### config.mk
export PLATFORM = sky130hd
export DESIGN_NAME = multicycle_controller
export DESIGN_NICKNAME = d
export VERILOG_FILES = /design/src/rtl/ctrl_pkg.sv /design/src/rtl/instr_decoder.sv /design/src/rtl/multicycle_controller.sv
export SDC_FILE = /design/constraint.sdc
export NUM_CORES = 1
export LEC_CHECK = 0
export CORE_MARGIN = 2
export CORE_UTILIZATION = 35
export DETAILED_ROUTE_END_ITERATION = 7
export PLACE_DENSITY = 0.64
export SKIP_LAST_GASP = 1
export SLEW_MARGIN = 20
export SYNTH_ARGS = -nofsm -noshare
export SYNTH_HDL_FRONTEND = slang
export SYNTH_SLANG_ARGS = --single-unit
export TNS_END_PERCENT = 100
### constraint.sdc
create_clock -name clk -period 5.05 [get_ports clk]
set_input_delay 0.7575 -clock clk [delete_from_list [all_inputs] [get_ports clk]]
set_output_delay 0.7575 -clock clk [all_outputs]
set_load 0.02 [all_outputs]
### src/rtl/ctrl_pkg.sv
// Shared encodings for the multi-cycle sequencer: FSM states, instruction
// fields, instruction classes and ALU operation codes.
package ctrl_pkg;

  typedef enum logic [3:0] {
    S_IDLE    = 4'd0,
    S_FETCH   = 4'd1,
    S_DECODE  = 4'd2,
    S_EXEC_R  = 4'd3,
    S_EXEC_S  = 4'd4,
    S_CMP     = 4'd5,
    S_ALU_WB  = 4'd6,
    S_MEM_ADR = 4'd7,
    S_MEM_RD  = 4'd8,
    S_MEM_WB  = 4'd9,
    S_MEM_WR  = 4'd10,
    S_HALT    = 4'd11
  } state_t;

  typedef enum logic [2:0] {
    CLS_ALU,
    CLS_SHIFT,
    CLS_CMP,
    CLS_LDR,
    CLS_STR,
    CLS_ILLEGAL
  } iclass_t;

  localparam logic [1:0] OP_DP  = 2'b00;
  localparam logic [1:0] OP_MEM = 2'b01;

  localparam logic [5:0] FN_ADD   = 6'b001000;
  localparam logic [5:0] FN_SUB   = 6'b000100;
  localparam logic [5:0] FN_AND   = 6'b000000;
  localparam logic [5:0] FN_ORR   = 6'b011000;
  localparam logic [5:0] FN_CMP   = 6'b010101;
  localparam logic [5:0] FN_SHIFT = 6'b011010;
  localparam logic [5:0] FN_STR   = 6'b011000;
  localparam logic [5:0] FN_LDR   = 6'b011001;

  localparam logic [1:0] SH_LSL = 2'b00;
  localparam logic [1:0] SH_LSR = 2'b01;

  localparam logic [2:0] ALU_ADD = 3'b000;
  localparam logic [2:0] ALU_SUB = 3'b001;
  localparam logic [2:0] ALU_AND = 3'b010;
  localparam logic [2:0] ALU_ORR = 3'b011;
  localparam logic [2:0] ALU_LSR = 3'b100;
  localparam logic [2:0] ALU_LSL = 3'b101;

endpackage

### src/rtl/instr_decoder.sv
// Combinational instruction classifier: maps the IR to an instruction class,
// the ALU operation it needs and a legal flag.
module instr_decoder
  import ctrl_pkg::*;
(
  input  logic [31:0] instr,
  output iclass_t     cls,
  output logic [2:0]  alu_ctrl,
  output logic        legal
);

  logic [1:0] op;
  logic [5:0] funct;
  logic [1:0] sh;
  logic       unused_bits;

  assign op          = instr[27:26];
  assign funct       = instr[25:20];
  assign sh          = instr[6:5];
  assign unused_bits = ^{instr[31:28], instr[19:7], instr[4:0]};

  always_comb begin
    cls      = CLS_ILLEGAL;
    alu_ctrl = ALU_ADD;
    if (op == OP_DP) begin
      unique case (funct)
        FN_ADD: begin cls = CLS_ALU; alu_ctrl = ALU_ADD; end
        FN_SUB: begin cls = CLS_ALU; alu_ctrl = ALU_SUB; end
        FN_AND: begin cls = CLS_ALU; alu_ctrl = ALU_AND; end
        FN_ORR: begin cls = CLS_ALU; alu_ctrl = ALU_ORR; end
        FN_CMP: begin cls = CLS_CMP; alu_ctrl = ALU_SUB; end
        FN_SHIFT: begin
          // Only the two shift kinds the datapath implements are legal.
          if (sh == SH_LSL) begin
            cls      = CLS_SHIFT;
            alu_ctrl = ALU_LSL;
          end else if (sh == SH_LSR) begin
            cls      = CLS_SHIFT;
            alu_ctrl = ALU_LSR;
          end
        end
        default: ;
      endcase
    end else if (op == OP_MEM) begin
      if (funct == FN_STR)      cls = CLS_STR;
      else if (funct == FN_LDR) cls = CLS_LDR;
    end
  end

  assign legal = (cls != CLS_ILLEGAL);

endmodule

### src/rtl/multicycle_controller.sv
// Multi-cycle sequencer for the ARM-subset datapath: FSM, memory-wait timeout
// counter and retired-instruction counter.
module multicycle_controller
  import ctrl_pkg::*;
#(
  parameter int MEM_TIMEOUT = 15,
  parameter int CNT_W       = 8
) (
  input  logic             clk,
  input  logic             rst,
  input  logic             run,
  input  logic [31:0]      Instruction,
  input  logic             mem_ready,
  output logic             PCwrite,
  output logic             AdrSrc,
  output logic             Instwen,
  output logic             Regwen,
  output logic             Regsel,
  output logic             Aluasel,
  output logic             Alubsel,
  output logic [2:0]       ALUcontrol,
  output logic             ImmSourceControl,
  output logic             Resultsel,
  output logic             MemoryWrite,
  output logic             Flagwrite,
  output logic             illegal_instr,
  output logic             halted,
  output logic [CNT_W-1:0] retired,
  output logic [3:0]       state
);

  localparam logic [CNT_W-1:0] TIMEOUT_LIM = CNT_W'(MEM_TIMEOUT);

  state_t           state_q, state_next;
  logic [CNT_W-1:0] tcnt_q, tcnt_next, tcnt_inc;
  logic [CNT_W-1:0] retired_q;
  logic             retire;

  iclass_t          dec_cls;
  logic [2:0]       dec_alu;
  logic             dec_legal;

  instr_decoder u_dec (
    .instr    (Instruction),
    .cls      (dec_cls),
    .alu_ctrl (dec_alu),
    .legal    (dec_legal)
  );

  assign tcnt_inc = tcnt_q + 1'b1;

  always_ff @(posedge clk or negedge rst) begin
    if (!rst) begin
      state_q   <= S_IDLE;
      tcnt_q    <= '0;
      retired_q <= '0;
    end else begin
      state_q <= state_next;
      tcnt_q  <= tcnt_next;
      if (retire) retired_q <= retired_q + 1'b1;
    end
  end

  always_comb begin
    state_next       = state_q;
    tcnt_next        = '0;
    retire           = 1'b0;
    PCwrite          = 1'b0;
    AdrSrc           = 1'b0;
    Instwen          = 1'b0;
    Regwen           = 1'b0;
    Regsel           = 1'b0;
    Aluasel          = 1'b0;
    Alubsel          = 1'b0;
    ALUcontrol       = ALU_ADD;
    ImmSourceControl = 1'b0;
    Resultsel        = 1'b0;
    MemoryWrite      = 1'b0;
    Flagwrite        = 1'b0;
    illegal_instr    = 1'b0;
    halted           = 1'b0;

    unique case (state_q)
      S_IDLE: if (run) state_next = S_FETCH;

      S_FETCH: begin
        if (mem_ready) begin
          Instwen    = 1'b1;
          PCwrite    = 1'b1;
          state_next = S_DECODE;
        end else begin
          tcnt_next = tcnt_inc;
          if (tcnt_inc == TIMEOUT_LIM) state_next = S_HALT;
        end
      end

      S_DECODE: begin
        if (!dec_legal) begin
          illegal_instr = 1'b1;
          state_next    = S_FETCH;
        end else begin
          unique case (dec_cls)
            CLS_ALU:   state_next = S_EXEC_R;
            CLS_SHIFT: state_next = S_EXEC_S;
            CLS_CMP:   state_next = S_CMP;
            default:   state_next = S_MEM_ADR;
          endcase
        end
      end

      S_EXEC_R: begin
        ALUcontrol = dec_alu;
        state_next = S_ALU_WB;
      end

      S_EXEC_S: begin
        Aluasel    = 1'b1;
        Alubsel    = 1'b1;
        ALUcontrol = dec_alu;
        state_next = S_ALU_WB;
      end

      S_CMP: begin
        ALUcontrol = ALU_SUB;
        Flagwrite  = 1'b1;
        retire     = 1'b1;
        state_next = run ? S_FETCH : S_IDLE;
      end

      S_ALU_WB: begin
        // The IR is stable, so the execute-state selects are re-derived from it.
        Regwen     = 1'b1;
        Resultsel  = 1'b1;
        Aluasel    = (dec_cls == CLS_SHIFT);
        Alubsel    = (dec_cls == CLS_SHIFT);
        ALUcontrol = dec_alu;
        retire     = 1'b1;
        state_next = run ? S_FETCH : S_IDLE;
      end

      S_MEM_ADR: begin
        Regsel           = 1'b1;
        Alubsel          = 1'b1;
        ImmSourceControl = 1'b1;
        state_next       = (dec_cls == CLS_LDR) ? S_MEM_RD : S_MEM_WR;
      end

      S_MEM_RD: begin
        AdrSrc           = 1'b1;
        Regsel           = 1'b1;
        Alubsel          = 1'b1;
        ImmSourceControl = 1'b1;
        if (mem_ready) begin
          state_next = S_MEM_WB;
        end else begin
          tcnt_next = tcnt_inc;
          if (tcnt_inc == TIMEOUT_LIM) state_next = S_HALT;
        end
      end

      S_MEM_WB: begin
        Regwen     = 1'b1;
        Regsel     = 1'b1;
        retire     = 1'b1;
        state_next = run ? S_FETCH : S_IDLE;
      end

      S_MEM_WR: begin
        AdrSrc      = 1'b1;
        MemoryWrite = 1'b1;
        if (mem_ready) begin
          retire     = 1'b1;
          state_next = run ? S_FETCH : S_IDLE;
        end else begin
          tcnt_next = tcnt_inc;
          if (tcnt_inc == TIMEOUT_LIM) state_next = S_HALT;
        end
      end

      S_HALT: halted = 1'b1;

      default: state_next = S_IDLE;
    endcase
  end

  assign retired = retired_q;
  assign state   = state_q;

endmodule

==> flow_summary.yaml <==
detailed_routing:
  wl_per_cell_um: 13.5
  drt-total-wl_um: 3690
  drt_first_pass_iters: 4
  drtIter0Drc: 89
  drc_errors: 0
  vias: 1486
  antenna_left: 0
  vias_per_cell: 5.42
timing:
  clock_skew_ps: 2.45
  fin_crit_sh_pct: 81.7
  relSlewSlack_pct: 41.8
  slew_violations: 0
  worst_slew_pin_slew_ps: 870
  rsz0062_at_grt: "false"
  setup_viol: 0
  whs_ps: 471
  fmax_mhz: 242
  finalCriticalPeriod_ps: 4130
  finalSetupTns_ps: 0
  hold_viol: 0
die:
  core_area_um2: 4320
  start_util_pct: 36.1
  die-area_um2: 5010
  dieWidth_um: 70.8
  rows: 24
  die_h_um: 70.8
  io_pins: 64
synthesis:
  syn_avg_cell_area_um2: 8.34
  yosys_most_used_dff: "dfrtp_1"
  synth_top_area_share_pct: 32.1
  netlist_area_um2: 1560
  synth_seq_cells: 20
  synthTopCellsByArea: "dfrtp_1 32%, xor2_1 6.2%, nor2_1 6.0%"
  synth_edf_count: 0
  yosysTopAreaCell: "dfrtp_1"
  async_reset_ff_share_pct: 100
  synth.distinct_cells: 51
  syn_nets: 226
  yosys_warnings: 0
  synth_cells: 187
  ys_seq_area_share_pct: 32.1
status:
  status: "finished, final reports clean"
global_routing:
  grt_usage_pct: 14.9
  top_usage_layer: "met2"
  grt_max_degree: 21
  use_met2_pct: 22.3
  grtUsageMet1_pct: 22.1
  first_global_vias: 1357
  antenna_found_initial: 0
  met3_usage_pct: 3.13
  overflow: 0
  grt_pass1_wl_um: 6300
place:
  globalplace.congestion: 0.770
  post-dp-hpwl_um: 2690
  io_buffers: 41
  placed_area_um2: 1990
cells_and_area:
  post-route-cell-area_um2: 2040
  fin_util_pct: 47.3
  antennaDiodeCount: 0
  drive_gt1_share_pct: 5.86
  synthToLayoutAreaGrowth_pct: 31.0
  nFillCells: 450
  nNetsFinal: 262
clocking:
  cts-root-buf: "clkbuf_8"
  insertion_delay_ps: 260
  cts_made_buffers: 3
  clkTransAtPathRegs_ps: 70
  cts.htree.levels: 1
  cts_num_sinks: 20
  cts_tree: "yes"
  cts_resized: 0
  postCtsSetupBuffers: 0
  postCtsHoldBufs: 0
  clk_path_buf_depth: 2
power_and_ir_drop:
  leakage_uw: 0.000806
  finalPower_uw: 872
  power_density_nw_per_um2: 426
  ir_drop_v: 0.000219
critical_path:
  crit_path_end_kind: "primary output"
  cp_common_cell: "clkdlybuf4s50_1"
  max_stage_delay_ps: 600
  arrival_ps: 3370
  crit_chain: "clkdlybuf4s50_1, and2b_4, a2111oi_1, o21ai_1, nor3b_2, o211a_1, clkdlybuf4s50_1"
  crit_slowest_cell: "clkdlybuf4s50_1"
  worstSetupPathType: "in2out"
  start_kind: "primary input"
  path_max_fanout: 8
  required_ps: 4290
min_path:
  hp-class: "reg2reg"
flow_run:
  timing.max_cap.violations: 0
==> final timing paths <==
path / slack (ps) / start / to / cells past startpoint
worst min register to register: 470 / retired[7] / retired[7] / 1
worst max register to register: 2850 / state[3] / retired[1] / 4
max in group asynchronous: 3530 / rst / state[2] / 1
worst max-delay path: 920 / Instruction[24] / Aluasel / 7
min in group asynchronous: 990 / rst / tcnt_q[7] / 1
worst min-delay path: 470 / retired[7] / retired[7] / 1
==> sequential cells by signal, summed over array words and instances, names as in the netlist <==
| signal | cells |
|---|---|
| retired | 8 |
| tcnt_q | 8 |
| state | 4 |
==> per-layer routing <==
layer | vias up | wire, um
li1 | 745 | -
met5 | - | 0
met4 | 0 | 29
met2 | 39 | 1570
met1 | 698 | 1900
met3 | 4 | 189
==> per-stage QoR <==
stage          instances  setup slack [ps]
2_1_floorplan        187              2090
3_3_place_gp         270               952
3_5_place_dp         270               966
4_1_cts              274               960
5_1_grt              274               725
6_report             274               922
==> cell families after synthesis <==
logic type | after synthesis | share of synthesized area (%)
muxes | 3 | 2.00
adders and majority gates | 3 | 2.41
DFF | 20 | 32.1
AOI/OAI and AO/OA | 44 | 19.6
xor gates and xnor gates | 15 | 8.42
and+or+nand+nor | 86 | 31.1
buffers and inverters | 16 | 4.41
==> cell usage after synthesis (3+ instances only) <==
master / count
clkbuf_1: 5
nor2_1: 25
o21ai_0: 8
o21ai_1: 4
dfrtp_1: 20
inv_1: 5
xnor2_1: 4
xor2_1: 11
nand3_1: 9
and3_1: 3
a21oi_1: 7
ha_1: 3
nand2_1: 8
o22ai_1: 4
nor3_1: 9
nand2b_1: 7
buf_2: 4
nor2b_1: 6
o211ai_1: 3
==> power breakdown <==
group / switching, uW / internal [uW] / leakage, uW / total (uW)
Clock: 53.4 / 69.4 / 0.0000288 / 123
Sequential: 88.4 / 194 / 0.000267 / 282
Combinational: 249 / 218 / 0.000510 / 466
Total: 390 / 481 / 0.000806 / 872
==> layout make-up <==
type	count	area [um2]	share of cell area [%]
tap	52	65.1	3.18
inverter	6	22.5	1.10
multi-input combinational	151	991	48.5
sequential	20	500	24.5
timing repair buffer	41	410	20.1
clock buffer	4	55.1	2.69
==> layout by cell type, fill, tap and decap left out, types with 2 or more instances in the layout <==
cell type	instances
nand3_1	9
nand2b_1	7
a22o_1	2
o21a_1	2
o211ai_1	3
nor2b_1	6
o21ai_1	4
o22ai_1	4
xnor2_1	4
xor2_1	11
o211a_1	2
and3_1	3
o31ai_1	2
inv_1	5
clkbuf_8	4
clkdlybuf4s50_1	41
a311oi_1	2
ha_1	3
nand4_1	2
mux2i_1	2
nor2_1	25
nor3_1	9
nand2_1	8
a21oi_1	7
o21ai_0	8
a32oi_1	2
nor4_1	2
or4_1	2
dfrtp_1	20
==> critical path, delay by kind of cell <==
family          cells  cell delay (ps)
compound gates      3              940
buf+inv             2             1150
simple gates        2              530
Note: power is estimated with default switching activity, not from simulation.
